File: config.mk
export PLATFORM = sky130hd
export DESIGN_NAME = word_wide_inv_add_round_keys
export DESIGN_NICKNAME = d
export VERILOG_FILES = /design/src/rtl/word_wide_inv_add_round_keys.sv
export SDC_FILE = /design/constraint.sdc
export NUM_CORES = 1
export LEC_CHECK = 0
export ABC_AREA = 1
export BUFFER_PORTS_ARGS = -buffer_cell sky130_fd_sc_hd__buf_4
export CORE_AREA = 2 2 658 660
export CTS_BUF_LIST = sky130_fd_sc_hd__clkbuf_16
export DETAILED_ROUTE_END_ITERATION = 7
export DIE_AREA = 0 0 660 662
export SYNTH_ARGS = -nofsm -noshare
export SYNTH_HDL_FRONTEND = slang
export SYNTH_SLANG_ARGS = --single-unit
export TNS_END_PERCENT = 5
File: constraint.sdc
create_clock -name clk -period 3.1 [get_ports clk]
set_input_delay 0.62 -clock clk [delete_from_list [all_inputs] [get_ports clk]]
set_output_delay 0.62 -clock clk [all_outputs]
set_load 0.03 [all_outputs]
File: src/rtl/word_wide_inv_add_round_keys.sv
// Inverse-cipher AddRoundKey: XORs each state beat with a round key,
// walking keys 10 down to 0 independently for four pointer streams.
module word_wide_inv_add_round_keys #(
  parameter int DATA_W     = 128,
  parameter int NUM_ROUNDS = 10,
  parameter int CNT_W      = 4,
  parameter int CPU_W      = 32
) (
  input  logic                             clk,
  input  logic                             reset,
  input  logic [DATA_W-1:0]                data_in,
  input  logic                             data_in_vld,
  input  logic [1:0]                       pntr_num_in,
  input  logic [(NUM_ROUNDS+1)*DATA_W-1:0] key_schedule,
  input  logic                             cpu_rd,
  output logic [DATA_W-1:0]                data_out,
  output logic                             data_out_vld,
  output logic [1:0]                       pntr_num_out,
  output logic                             last_round_out,
  output logic [CPU_W-1:0]                 cpu_rd_data
);

  localparam int KS_W = (NUM_ROUNDS + 1) * DATA_W;
  localparam logic [CNT_W-1:0] RELOAD = CNT_W'(NUM_ROUNDS);

  logic [CNT_W-1:0]  cnt [4];
  logic [CNT_W-1:0]  r;
  logic [DATA_W-1:0] rk;
  logic              is_last;
  logic              dbg;

  assign r       = cnt[pntr_num_in];
  assign is_last = (r == '0) || (r > RELOAD);

  // Round key select; out-of-range counts fall back to key 0.
  always_comb begin
    rk = key_schedule[KS_W-1 -: DATA_W];
    for (int i = 1; i <= NUM_ROUNDS; i++) begin
      if (r == CNT_W'(i))
        rk = key_schedule[KS_W-1-i*DATA_W -: DATA_W];
    end
  end

  // Datapath register: XOR result, tag and last flag held when idle.
  always_ff @(posedge clk or negedge reset) begin
    if (!reset) begin
      data_out       <= '0;
      data_out_vld   <= 1'b0;
      pntr_num_out   <= '0;
      last_round_out <= 1'b0;
    end else begin
      data_out_vld <= data_in_vld;
      if (data_in_vld) begin
        data_out       <= data_in ^ rk;
        pntr_num_out   <= pntr_num_in;
        last_round_out <= is_last;
      end
    end
  end

  // Per-pointer round counters: decrement, reloading after key 0.
  always_ff @(posedge clk or negedge reset) begin
    if (!reset) begin
      for (int i = 0; i < 4; i++)
        cnt[i] <= RELOAD;
    end else if (data_in_vld) begin
      cnt[pntr_num_in] <= is_last ? RELOAD : r - 1'b1;
    end
  end

  // Sticky debug flag and CPU snapshot of pre-update counters.
  always_ff @(posedge clk or negedge reset) begin
    if (!reset) begin
      dbg         <= 1'b0;
      cpu_rd_data <= '0;
    end else begin
      if (cpu_rd && data_in_vld)
        dbg <= 1'b1;
      if (cpu_rd)
        cpu_rd_data <= {{15{1'b0}}, dbg,
                        cnt[3], cnt[2], cnt[1], cnt[0]};
    end
  end

endmodule
---- Word-level counts from Yosys, hierarchy flattened ----
Cells that the tools add are included.
word-level totals
  flip-flop bits (word level) ............. 166
  input bits .............................. 1542
  output and inout bits ................... 164
  logic and storage cells ................. 47
operators by class
  $add $sub $neg .......................... 1
  order comparisons ....................... 3
  eq/ne operators ......................... 10
  multiplexer cells ....................... 17
  bitwise logic cells ..................... 2
  reduce and logical (&&, ||, !) cells .... 4
operator list
  kind                   count
  $mux W128              10
  $xor A128 B128 Y128    1
  $bwmux W16             1
  $eq A4 B3 Y1 const B   4
  $mux W4                4
  $eq A4 B4 Y1 const B   3
  $bmux W4 S2            1
  $demux W4 S2           1
  $eq A4 B2 Y1 const B   2
  $eq A4 B1 Y1 const B   1
  $gt A4 B4 Y1 const B   1
  $logic_not A4 Y1       1
  $sub A4 B1 Y4 const B  1
  $ge A3 B3 Y1 const B   1
  $lt A3 B1 Y1 const B   1
  $not A2 Y3             1
  $logic_and A1 B1 Y1    2
  $logic_or A1 B1 Y1     1

---- Depth between registers and ports, before layout ----
  depth in word-level cells ............... 16
  depth in mapped cells ................... 24
  depth with buffers taken out ............ 22

---- Least setup slack after synthesis ----
Ideal clock, no wire load.
  kind .................................... in2reg
  from .................................... input port pntr_num_in[0]
  to ...................................... register data_out[33]
  setup time .............................. 0.118 ns
  arrival ................................. 3.200 ns
  data required time ...................... 2.982 ns
  path slack .............................. -0.218 ns
  stages .................................. 23
  buffers on the path ..................... 4
  cells stage by stage .................... buf_4 inv_2 nor2_1 a221oi_1 inv_1 ha_1 buf_2 clkbuf_1 clkbuf_1 nand4_1 nand3_1 o211ai_1 nand3_1 nand2_1 nand2_1 nand2_1 nand2_1 nand2_1 nand2_1 nand2_1 nand2_1 nand3_1 nand2_1
between the ends
  cells in the longest elaborated chain, start to end .. 16
  elaborated cells between the ends (all ways) .. 25
  classes of those cells .................. eq/ne (10); mux (13); bitwise (2)
RTL lines
  item                                             RTL line  text
  from (decl)                                      13        input logic [1:0] pntr_num_in,
  $not A2 Y3 (implied by the code) (*)             32        assign r = cnt[pntr_num_in];
  $bmux W4 S2 (*)                                  32
  $mux W4 (implied by the code) (*) (2 in series)  32
  $eq A4 B1 Y1                                     39        if (r == CNT_W'(i))
  $mux W128 (9 in series)                          39
  $mux W128 (*)                                    39
  $xor A128 B128 Y128 (*)                          54        data_out <= data_in ^ rk;
  to (signal assigned)                             54
  to (decl)                                        16        output logic [DATA_W-1:0] data_out,
Mark *: on every way between the ends. The rest lies on a longest branch, timed or not. The select of a mux whose other input is x is not followed.
A chain may end at the register's enable or synchronous reset.

---- Worst setup path in the final report ----
  from .................................... register cnt[0] (netlist name)
  to ...................................... register data_out[64]
between the ends
  cells in the longest elaborated chain, start to end .. 15
  elaborated cells between the ends (all ways) .. 24
  classes of those cells .................. eq/ne (10); mux (13); bitwise (1)
RTL lines
  item                                             RTL line  text
  from (decl)                                      26        logic [CNT_W-1:0] cnt [4];
  from (signal, indexed assignment)                67        cnt[pntr_num_in] <= is_last ? RELOAD : r - 1'b1;
  $bmux W4 S2 (*)                                  32
  $mux W4 (implied by the code) (*) (2 in series)  32
  $eq A4 B1 Y1                                     39
  $mux W128 (9 in series)                          39
  $mux W128 (*)                                    39
  $xor A128 B128 Y128 (*)                          54
Marks and branches as above.

==> impl_metrics.tcl <==
set metrics [dict create \
    synth_edf_count 0 \
    fin_crit_sh_pct 134 \
    cp-start-kind "flip-flop" \
    grt_start_max_net_pins 67 \
    worst_pin_slew_ns 1.56 \
    grt_pass1_wl_um 476000 \
    crit_required_ns 3.62 \
    fmax_ghz 0.240 \
    ys_warn_count 0 \
    yosysTopAreaCell "nand2_1" \
    die-area_mm2 0.437 \
    die_y_um 662 \
    cts_tree "done" \
    viasPerCell 3.43 \
    grt_setup_unrepaired "yes" \
    timing_worst_setup_path_type "flip-flop to flip-flop" \
    yosysSeqAreaShare_pct 18.1 \
    area_growth_pct 114 \
    grt_use_total_pct 17.7 \
    pwr-share-seq_pct 8.6 \
    synth_area_mm2 0.0230 \
    endpoint_kind "flip-flop" \
    grt_pass1_vias 37200 \
    num_vias 41700 \
    timing.hold.ws_ns 0.268 \
    final.setup_skew_ns 0.0355 \
    finalSetupViolCount 128 \
    worstSkewPairLatency_ns 0.63 \
    dp_hpwl_um 369000 \
    chipWidth_um 660 \
    avgRoutedWirePerCell_um 33.4 \
    rows 241 \
    cts_buffer_depth 3 \
    initialDrtViolationCount 4984 \
    yosys.area.top_type_share_pct 25.7 \
    slew_viol_final 2 \
    violations "max-capacitance violations, max-slew violations, negative setup slack" \
    slew_headroom_pct -4.33 \
    wirelength_um 406000 \
    nets 7779 \
    yosysMostFrequentCell "nand2_1" \
    fin_setup_tns_ns -40.87 \
    core_area_mm2 0.430 \
    antenna_found_initial 403 \
    power_leakage_nw 23.7 \
    hold_path.class "input pin to flip-flop" \
    async_flop_share_pct 100 \
    cts_sinks 166 \
    cellPowerDensity_mw_per_mm2 926 \
    htree_levels 4 \
    clockPowerShare_pct 6.9 \
    cap_violations 1 \
    nFillCells 50400 \
    ys_ff_latch 166 \
    cts-root-buf "clkbuf_16" \
    outcome "finished, violations left" \
    intPower_mw 17.0 \
    synth_flop_cell "dfrtp_1" \
    switching_share_pct 62.8 \
    cp-startpoint "cnt[0]" \
    drive_above_1_share_pct 41.2 \
    antenna_left 0 \
    start_util_pct 5.36 \
    yosysUniqueCellTypes 38 \
    arrival_ns 4.68 \
    drt_first_pass_iters 6 \
    fin_ws_ns -1.06 \
    clk_pin_slew_ns 0.10 \
    gp_congestion 0.998 \
    fin_crit_ns 4.16 \
    fin_area_mm2 0.0493 \
    cts_buffers 21 \
    syn_inst 4392 \
    place_area_mm2 0.0461 \
    syn_area_per_cell_um2 5.25 \
    grt-ovfl-total 0 \
    peakVddDrop_uv 461 \
    combPwrFrac_pct 84.5 \
    hp-start "data_in[67]" \
    remaining_drc_errors 0 \
    synthTopCellsByCount "nand2_1 (1575), nand3_1 (528), nor2_1 (523)" \
    synth_top_cells_by_area "nand2_1 (26%), dfrtp_1 (17%), nand3_1 (11%), a21oi_1 (11%), nor2_1 (8.5%)" \
    io-pin-count 1706 \
    finalHoldViolCount 0 \
    timing.rr.start "cnt[0]" \
    port_buffers 1690 \
    path_max_fanout 4 \
    switching_power_mw 28.7 \
]
-- cell families after synthesis --
group / count (synthesis) / share of synthesized area, %
AND/OR/NAND/NOR: 2906 / 53.6
AO/OA/AOI/OAI: 663 / 15.8
buffers and inverters: 642 / 11.8
flip-flops: 166 / 18.1
multiplexers: 8 / 0.391
adder cells (fa/ha/maj): 5 / 0.272
other: 1 / 0.0163
XOR/XNOR: 1 / 0.0380
-- worst max-delay path: stages, from the launching register on --
cell	delay, ns
dfrtp_1	0.40
inv_2	0.10
o22ai_4	0.08
a221oi_4	0.29
ha_4	0.21
nand3_4	0.10
buf_12	0.16
buf_16	0.12
o211ai_1	1.17
nand3_2	0.49
nand2_4	0.23
nand2_8	0.10
nand2_4	0.11
nand2_2	0.05
nand2_1	0.08
nand2_2	0.06
nand2_1	0.07
nand2_1	0.06
nand3_2	0.07
nand2_1	0.07
-- flip-flops by register name, indices dropped and copies added (netlist names) --
signal and flops:
pntr_num_out 2, last_round_out 1, cnt 16, data_out_vld 1, cpu_rd_data 17, data_out 128, dbg 1
-- metrics by stage --
stage / instances / util (%) / setup slack (ns) / power (mW)
CTS: 11900 / 11.2 / -0.746 / 45.5
detailed placement: 11900 / 10.7 / -2.36 / 40.1
finish: 12100 / 11.5 / -1.06 / 45.7
global route: 12100 / 11.4 / -0.816 / 48.5
global placement: 11900 / 10.7 / -2.29 / 39.5
floorplan: 4406 / - / 0.0430 / 18.5
-- area by class of cell --
class | count | area (um^2) | share of cell area [%]
clock inverters | 12 | 159 | 0.322
multi-input cells | 3598 | 17700 | 35.8
diodes | 191 | 478 | 0.969
well taps | 5710 | 7140 | 14.5
inverters | 290 | 1150 | 2.33
repair buffers | 2155 | 18000 | 36.6
flip-flops and latches | 166 | 4160 | 8.44
clock buffers | 21 | 526 | 1.07
-- power by group through the flow --
stage	Combinational (mW)	Clock, mW	Sequential, mW
floorplan	12.8	0	5.70
global placement	35.5	0	3.92
detailed placement	36.2	0	3.92
CTS	38.3	3.32	3.91
global route	41.1	3.33	4.05
finish	38.6	3.14	3.94
-- path summary, 6_finish.rpt --
kind,to,cells after the start,slack (ns)
max,data_out[64],19,-1.06
min,data_out[67],4,0.27
max reg2reg,data_out[64],19,-1.06
min reg2reg,dbg,2,0.46
max in group asynchronous,data_out[106],3,1.60
min in group asynchronous,data_out[81],2,0.58
-- timing repair --
item,4_1_cts,5_1_grt
endpoints found under the setup margin,128,128
endpoints found under the hold margin,13,0
resized for setup,298,126
cloned,3,1
pin swaps,60,67
hold buffers,1,0
setup buffers,23,8
-- per-layer routing --
layer	global-route usage, %	vias up	part of all wire [%]
met4	10.2	256	6.3
met1	19.2	19100	36
met5	0.277	-	0.50
met2	27.3	3174	44
met3	9.24	1026	13
li1	-	18100	-
-- cell usage in the layout (no fill, tap or decap), types with 7 or more instances in the layout --
cell type | netlist | final
buf_4 | 35 | 1986
nand2_1 | 1575 | 1391
nor2_1 | 523 | 516
a21oi_1 | 516 | 510
nand3_1 | 528 | 481
inv_1 | 281 | 274
diode_2 | 0 | 191
dfrtp_1 | 158 | 158
nand4_1 | 126 | 126
o211ai_1 | 123 | 123
buf_12 | 0 | 117
nand2_2 | 4 | 108
or2_2 | 86 | 86
nand2_4 | 1 | 80
or2_1 | 40 | 41
buf_6 | 1 | 31
nand3_2 | 2 | 27
nand3_4 | 1 | 23
clkbuf_16 | 0 | 22
o21ai_0 | 18 | 18
conb_1 | 1 | 15
inv_2 | 8 | 11
nor2_4 | 6 | 11
buf_8 | 0 | 10
mux2_2 | 8 | 8
dfstp_2 | 8 | 8
or2_0 | 8 | 7
buf_16 | 0 | 7
No activity file was read; power rests on OpenSTA's default activity.
